`src/rtl/tiled_mma_pkg.sv`:
```
// Shared types and sizing helpers for the tiled matrix multiply-accumulate engine.
package tiled_mma_pkg;

  localparam int unsigned DefP     = 8;
  localparam int unsigned DefAccW  = 4 * DefP;
  localparam int unsigned DefProdW = 2 * DefP;

  typedef enum logic [1:0] {
    StIdle,
    StAccum,
    StDone
  } state_e;

  function automatic int unsigned prod_w(input int unsigned p);
    return 2 * p;
  endfunction

endpackage

```
`src/rtl/matmul_tile_product.sv`:
```
// Combinational M x N array of K-element dot products over one A-tile and one B-tile.
module matmul_tile_product
  import tiled_mma_pkg::*;
#(
  parameter int unsigned M     = 2,
  parameter int unsigned N     = 2,
  parameter int unsigned K     = 4,
  parameter int unsigned P     = DefP,
  parameter int unsigned ACC_W = DefAccW
) (
  input  logic [M-1:0][K-1:0][P-1:0]     a_i,
  input  logic [K-1:0][N-1:0][P-1:0]     b_i,
  input  logic                           signed_mode_i,
  output logic [M-1:0][N-1:0][ACC_W-1:0] sum_o
);

  localparam int unsigned PW = prod_w(P);

  // Operands are extended to 2P so the low 2P bits hold the exact product in either mode.
  function automatic logic [ACC_W-1:0] mul_ext(input logic [P-1:0] a, input logic [P-1:0] b,
                                               input logic sgn);
    logic [PW-1:0] ax;
    logic [PW-1:0] bx;
    logic [PW-1:0] pr;
    ax = sgn ? {{P{a[P-1]}}, a} : {{P{1'b0}}, a};
    bx = sgn ? {{P{b[P-1]}}, b} : {{P{1'b0}}, b};
    pr = ax * bx;
    if (sgn) begin
      return ACC_W'($signed(pr));
    end
    return ACC_W'(pr);
  endfunction

  always_comb begin
    sum_o = '0;
    for (int i = 0; i < int'(M); i++) begin
      for (int j = 0; j < int'(N); j++) begin
        for (int k = 0; k < int'(K); k++) begin
          sum_o[i][j] = sum_o[i][j] + mul_ext(a_i[i][k], b_i[k][j], signed_mode_i);
        end
      end
    end
  end

endmodule

```
`src/rtl/tiled_matmul_accumulator.sv`:
```
// Output-stationary K-tiled MMA: D = C + sum of A_t*B_t over a runtime number of beats.
module tiled_matmul_accumulator
  import tiled_mma_pkg::*;
#(
  parameter int unsigned M     = 2,
  parameter int unsigned N     = 2,
  parameter int unsigned K     = 4,
  parameter int unsigned P     = DefP,
  parameter int unsigned ACC_W = DefAccW,
  parameter int unsigned KT_W  = 8
) (
  input  logic                           clk_i,
  input  logic                           rst_ni,
  input  logic                           valid_in,
  output logic                           ready_in,
  input  logic [M-1:0][K-1:0][P-1:0]     A,
  input  logic [K-1:0][N-1:0][P-1:0]     B,
  input  logic [M-1:0][N-1:0][ACC_W-1:0] C,
  input  logic [KT_W-1:0]                k_tiles,
  input  logic                           signed_mode,
  output logic [M-1:0][N-1:0][ACC_W-1:0] D,
  output logic                           valid_out,
  input  logic                           ready_out
);

  state_e                         state_q, state_d;
  logic [KT_W-1:0]                beat_cnt_q, beat_cnt_d;
  logic [KT_W-1:0]                k_tiles_q, k_tiles_d;
  logic                           signed_q, signed_d;
  logic [M-1:0][N-1:0][ACC_W-1:0] acc_q, acc_d;
  logic [M-1:0][N-1:0][ACC_W-1:0] prod;
  logic                           prod_signed;
  logic [KT_W-1:0]                kt_eff;
  logic [KT_W-1:0]                cnt_inc;

  // The first beat of a job uses the live signed_mode; later beats use the latched copy.
  assign prod_signed = (state_q == StIdle) ? signed_mode : signed_q;

  matmul_tile_product #(
    .M     (M),
    .N     (N),
    .K     (K),
    .P     (P),
    .ACC_W (ACC_W)
  ) u_product (
    .a_i           (A),
    .b_i           (B),
    .signed_mode_i (prod_signed),
    .sum_o         (prod)
  );

  always_ff @(posedge clk_i or negedge rst_ni) begin
    if (!rst_ni) begin
      state_q    <= StIdle;
      beat_cnt_q <= '0;
      k_tiles_q  <= '0;
      signed_q   <= 1'b0;
      acc_q      <= '0;
    end else begin
      state_q    <= state_d;
      beat_cnt_q <= beat_cnt_d;
      k_tiles_q  <= k_tiles_d;
      signed_q   <= signed_d;
      acc_q      <= acc_d;
    end
  end

  always_comb begin
    state_d    = state_q;
    beat_cnt_d = beat_cnt_q;
    k_tiles_d  = k_tiles_q;
    signed_d   = signed_q;
    acc_d      = acc_q;
    cnt_inc    = beat_cnt_q + KT_W'(1);
    kt_eff     = (k_tiles == '0) ? KT_W'(1) : k_tiles;
    unique case (state_q)
      StIdle: begin
        if (valid_in) begin
          k_tiles_d = kt_eff;
          signed_d  = signed_mode;
          for (int i = 0; i < int'(M); i++) begin
            for (int j = 0; j < int'(N); j++) begin
              acc_d[i][j] = C[i][j] + prod[i][j];
            end
          end
          if (kt_eff == KT_W'(1)) begin
            state_d = StDone;
          end else begin
            state_d    = StAccum;
            beat_cnt_d = KT_W'(1);
          end
        end
      end
      StAccum: begin
        if (valid_in) begin
          for (int i = 0; i < int'(M); i++) begin
            for (int j = 0; j < int'(N); j++) begin
              acc_d[i][j] = acc_q[i][j] + prod[i][j];
            end
          end
          beat_cnt_d = cnt_inc;
          if (cnt_inc == k_tiles_q) begin
            state_d = StDone;
          end
        end
      end
      StDone: begin
        if (ready_out) begin
          state_d    = StIdle;
          beat_cnt_d = '0;
        end
      end
      default: state_d = StIdle;
    endcase
  end

  always_comb begin
    ready_in  = (state_q != StDone);
    valid_out = (state_q == StDone);
    D         = acc_q;
  end

endmodule

```
`config.mk`:
```
export PLATFORM = sky130hd
export DESIGN_NAME = tiled_matmul_accumulator
export DESIGN_NICKNAME = d
export VERILOG_FILES = /design/src/rtl/tiled_mma_pkg.sv /design/src/rtl/matmul_tile_product.sv /design/src/rtl/tiled_matmul_accumulator.sv
export SDC_FILE = /design/constraint.sdc
export NUM_CORES = 2
export LEC_CHECK = 0
export ABC_AREA = 0
export CAP_MARGIN = 25
export CORE_UTILIZATION = 25
export CTS_BUF_LIST = sky130_fd_sc_hd__clkbuf_4
export CTS_CLUSTER_DIAMETER = 100
export DETAILED_ROUTE_END_ITERATION = 12
export DONT_BUFFER_PORTS = 1
export GPL_ROUTABILITY_DRIVEN = 0
export HOLD_SLACK_MARGIN = 0.06
export PLACE_DENSITY = 0.45
export SLEW_MARGIN = 20
export SYNTH_ARGS = -nofsm -noshare
export SYNTH_HDL_FRONTEND = slang
export SYNTH_SLANG_ARGS = --single-unit
```
`constraint.sdc`:
```
create_clock -name clk_i -period 33.1 [get_ports clk_i]
set_clock_uncertainty 0.1 [all_clocks]
set_input_delay 6.62 -clock clk_i [delete_from_list [all_inputs] [get_ports clk_i]]
set_output_delay 6.62 -clock clk_i [all_outputs]
set_load 0.05 [all_outputs]
```
## After elaboration in Yosys (flattened, before gate mapping)

Index checks and enable logic that the tools add are counted.

| storage, ports and cells | value |
|---|---|
| register bits after elaboration | 147 |
| input bits | 269 |

| operators by class | value |
|---|---|
| add/subtract/negate cells | 21 |
| $mul | 16 |
| eq/ne operators | 10 |
| mux-type cells | 65 |
| reduce and logical (&&, ||, !) cells | 8 |

Operators by type and width:

| cell | number |
|---|---|
| $mux W32 | 32 |
| $add A32 B32 Y32 | 20 |
| $mul A16 B16 Y16 | 16 |
| $mux W128 | 2 |
| $mux W16 | 16 |
| $pmux W128 S2 | 1 |
| $mux W8 | 5 |
| $pmux W8 S3 | 1 |
| $mux W2 | 5 |
| $ne A2 B2 Y1 const B | 5 |
| $add A8 B1 Y8 const B | 1 |
| $eq A8 B1 Y1 const B | 1 |
| $eq A8 B8 Y1 | 1 |
| $logic_not A8 Y1 | 1 |
| $pmux W2 S3 | 1 |
| $reduce_and A5 Y1 | 1 |
| $reduce_and A4 Y1 | 1 |
| $reduce_and A3 Y1 | 1 |
| $reduce_bool A3 Y1 | 1 |
| $eq A2 B1 Y1 const B | 1 |
| $eq A2 B2 Y1 const B | 1 |
| $logic_not A2 Y1 | 1 |
| $mux W1 | 2 |
| $ne A2 B1 Y1 const B | 1 |
| 2 further kinds | 2 |

## Longest topological paths before layout

| depth | value |
|---|---|
| depth in word-level cells | 12 |
| depth in mapped cells | 51 |
| depth with buffers taken out | 47 |

## Cells and area by module

A second synthesis with hierarchy kept.

| second synthesis, totals | value |
|---|---|
| cell total of the unflattened synthesis | 8887 |
| area, all modules | 77076.4 um^2 |

By module, submodules not included:

| module | times used | cells an instance | area an instance (um^2) |
|---|---|---|---|
| matmul_tile_product | 1 | 7356 | 63581.0 |
| tiled_matmul_accumulator | 1 | 1531 | 13495.4 |

## Worst setup path before layout

No wires, ideal clock.

| timing | value |
|---|---|
| path kind | input to register |
| start point | input signed_mode |
| end point | register acc_q, in the netlist D[95] |
| setup time | 0.139 ns |
| arrival | 16.648 ns |
| data required time | 32.861 ns |
| path slack | 16.213 ns |
| stages | 43 |
| buffers on the path | 5 |
| cell sequence | mux2_2 > buf_2 > clkbuf_1 > and2_1 > clkbuf_1 > nand2_1 > fa_1 > fa_1 > inv_1 > fa_1 > inv_1 > fa_1 > inv_1 > fa_1 > fa_1 > ha_1 > a21boi_0 > o21ai_0 > [7 not listed] > clkbuf_1 > nor2_1 > nor2_1 > and3_1 > clkbuf_1 > nor2_1 > ha_1 > and2_1 > or2_2 > a21oi_1 > nor2b_1 > inv_1 > o21ai_0 > o31ai_1 > a21oi_1 > xnor3_1 > o32ai_1 > a21oi_1 |

| on the way | value |
|---|---|
| cells in the longest elaborated chain, start to end | 11 |

RTL lines:

| element | RTL line | source |
|---|---|---|
| start: declaration | tiled_matmul_accumulator.sv:20 | `input logic signed_mode,` |
| $mux W1 (*) | tiled_matmul_accumulator.sv:37 | `assign prod_signed = (state_q == StIdle) ? signed_mode : signed_q;` |
| $mux W16, on equally long branches | matmul_tile_product.sv:25, matmul_tile_product.sv:26 |  |
| $mul A16 B16 Y16 | matmul_tile_product.sv:27 | `pr = ax * bx;` |
| $mux W32 | matmul_tile_product.sv:28 | `if (sgn) begin` |
| $mux W32 | matmul_tile_product.sv:31 | `return ACC_W'(pr);` |
| $add A32 B32 Y32 (2 in series) | matmul_tile_product.sv:39 | `sum_o[i][j] = sum_o[i][j] + mul_ext(a_i[i][k], b_i[k][j], signed_mode_i);` |
| $add A32 B32 Y32 (*) | matmul_tile_product.sv:39 |  |
| $add A32 B32 Y32, on equally long branches | tiled_matmul_accumulator.sv:98, tiled_matmul_accumulator.sv:83 |  |
| $mux W128, on equally long branches | tiled_matmul_accumulator.sv:95, tiled_matmul_accumulator.sv:78 |  |
| $pmux W128 S2 (*) | tiled_matmul_accumulator.sv:76 | `unique case (state_q)` |
| end signal: assignment | tiled_matmul_accumulator.sv:58 | `acc_q <= '0;` |
| end signal: assignment | tiled_matmul_accumulator.sv:64 | `acc_q <= acc_d;` |
| end: declaration | tiled_matmul_accumulator.sv:30 | `logic [M-1:0][N-1:0][ACC_W-1:0] acc_q, acc_d;` |

Mark *: on every way between the ends. The rest lies on a longest branch, timed or not. The select of a mux whose other input is x is not followed.
A chain may end at the register's enable or synchronous reset.

## Final worst setup path

| timing | value |
|---|---|
| start point | input signed_mode |
| end point | register acc_q, in the netlist D[127] |

The elaborated chain is that of the path after synthesis.

==> results_dict.tcl <==
set metrics [dict create \
    cp.buffers_inverters 8 \
    synth_fp_nets 11200 \
    synth.avg_cell_area_um2 8.75 \
    ys_ff_latch 147 \
    num_vias 55700 \
    drv_slew 0 \
    cp_common_cell "fa_1" \
    cp-start-kind "primary input" \
    synth_edf_count 0 \
    hp-start "beat_cnt_q[7]" \
    setup-tns-final_ns 0 \
    final_cell_mix "1937 x inv_1, 1304 x fa_1, 1040 x ha_1, 770 x nand2_1, 753 x and2_1" \
    synthCells 8627 \
    synth_cell_types 82 \
    synth.area.top_cells "fa_1 35%, ha_1 17%, inv_1 9.6%" \
    postCtsSetupBuffers 0 \
    antenna_found_initial 28 \
    status "completed" \
    hold_viol_final 0 \
    die_x_um 551 \
    layout_min_cycle_time_ns 19.15 \
    hold_buffers 0 \
    grt_pass1_wl_um 386000 \
    cp_max_fo 39 \
    grt_max_degree 235 \
    slew_headroom_pct 25.5 \
    start_util_pct 25.2 \
    core_um2 300000 \
    cts_root_buf "clkbuf_4" \
    via_per_inst 4.50 \
    path_clk_slew_ns 0.21 \
    synth_top_area_share_pct 34.6 \
    num-fill-cells 32300 \
    min_path_type "reg2reg" \
    crit_family "adder cells" \
    gr-total-overflow 0 \
    post-route-period-util_pct 57.9 \
    drtPass1Iterations 6 \
    area_delta_synth_final_pct 5.93 \
    synth_top_cell_by_area "fa_1" \
    ys_seq_area_share_pct 4.87 \
    ant_nets 0 \
    synth-async-reset-ratio_pct 100 \
    drc_errors 0 \
    seq_area_um2 3680 \
    rsz0062_at_grt "false" \
    dp_hpwl_um 220000 \
    io_pins 399 \
    cts_tree "done" \
    cts_sinks 147 \
    die_y_um 551 \
    wl_per_cell_um 20.9 \
    slowest_delay_ns 0.67 \
    ctsHtreeMaxLevel 4 \
    worstPathArrival_ns 19.83 \
    routed_wl_um 258000 \
    drive_above_1_share_pct 3.20 \
    cts_buffers 17 \
    grt_pass1_vias 60000 \
    worstMarginPinSlew_ns 1.11 \
    multi_input_area_um2 63500 \
    startpoint "signed_mode" \
    r2r_start "state_q[0]" \
    clk_path_buf_depth 2 \
    drv_cap 0 \
    die_area_um2 304000 \
    grtUsageTotal_pct 17.1 \
    core.rowCount 201 \
    cts.repair.resized 0 \
    setup-violations-final 0 \
    critPathKind "in2reg" \
    ys.flop_type "dfrtp_1" \
    port-buffer-count 0 \
    cp-end-kind "register" \
    crit_slowest_cell "fa_1" \
    netlist_area_um2 75500 \
    final_common_cell "inv_1" \
    ys_warn_count 0 \
    nets 11000 \
    insertion_delay_ns 0.90 \
    cp.required_ns 33.78 \
    max_freq_ghz 0.0522 \
    drt-initial-drc-count 2959 \
]
## Yosys cell counts, types with 13 or more instances
cell / count
a31oi_1: 31
clkbuf_1: 273
xnor2_1: 464
dfrtp_1: 147
mux2_2: 135
o21ai_0: 265
a21oi_1: 283
a21o_1: 96
xor2_1: 193
and3_1: 115
and2_1: 753
ha_1: 1041
o31ai_1: 17
nand2b_1: 53
inv_1: 1937
or3_1: 20
a211oi_1: 13
a31o_2: 34
o21a_1: 23
nand3_1: 51
nand2_1: 770
o211ai_1: 14
o21bai_1: 49
nor3_1: 41
a21boi_0: 49
o21ai_1: 47
nor2b_1: 37
nor2_1: 222
fa_1: 1304
## per-stage QoR
stage                     hold WS, ns  util [%]  cells  setup slack [ns]  area (um^2)
final                           0.450      26.7  12400             13.95        80000
after global routing            0.476      26.6  12400             13.27        79900
after CTS                       0.460      26.6  12400             14.03        79900
after detailed placement        0.419      26.5  12300             12.99        79600
after global placement          0.403      26.5  12300             13.19        79600
after floorplan                 0.379         -   8627             16.21        75500
## cells by family (layout without fill, tap and decap cells)
logic type | count (synthesis) | after routing | synth area share [%]
other cells | 0 | 22 | 0
buf+inv | 2222 | 1997 | 11.1
xor+xnor | 660 | 660 | 7.71
compound gates | 1001 | 1001 | 8.24
mux | 143 | 143 | 2.12
fa+ha+maj | 2345 | 2345 | 51.8
flops | 147 | 147 | 4.87
simple gates | 2109 | 2109 | 14.1
## tightest hold or removal path: stages, from the launching register on
cell	delay (ns)
dfrtp_1	0.40
nand2_1	0.05
o21ai_0	0.07
## layer usage
metal	vias up	track usage (%)	share of wire (%)
li1	26000	-	-
met1	28100	22.4	44
met2	1314	28.6	47
met3	188	2.21	5.2
met4	4	6.39	4.0
met5	-	0	0.0097
## final timing paths
path / slack, ns / cells past startpoint / end
setup / recovery: 13.95 / 41 / D[127]
hold reg to reg: 0.45 / 2 / beat_cnt_q[7]
min in group asynchronous: 5.30 / 0 / D[66]
setup reg to reg: 18.69 / 44 / D[127]
max in group asynchronous: 27.35 / 0 / D[70]
hold / removal: 0.45 / 2 / beat_cnt_q[7]
## sequential cells by signal, indices dropped and copies added, names as in the netlist
register and cells:
D 128, beat_cnt_q 8, k_tiles_q 8, signed_q 1, state_q 2
## cell type report
type                    instances  area share (%)
repair buffers                 27           0.271
flip-flops and latches        147            4.60
multi-input cells            6258            79.4
clock buffers                  17           0.160
diodes                         22          0.0689
clock inverters                15           0.197
well taps                    3958            6.19
inverters                    1938            9.10
Power is left out: the tool's default activity adds up to more than one toggle a clock period on the data nets, which glitch-free logic cannot reach.
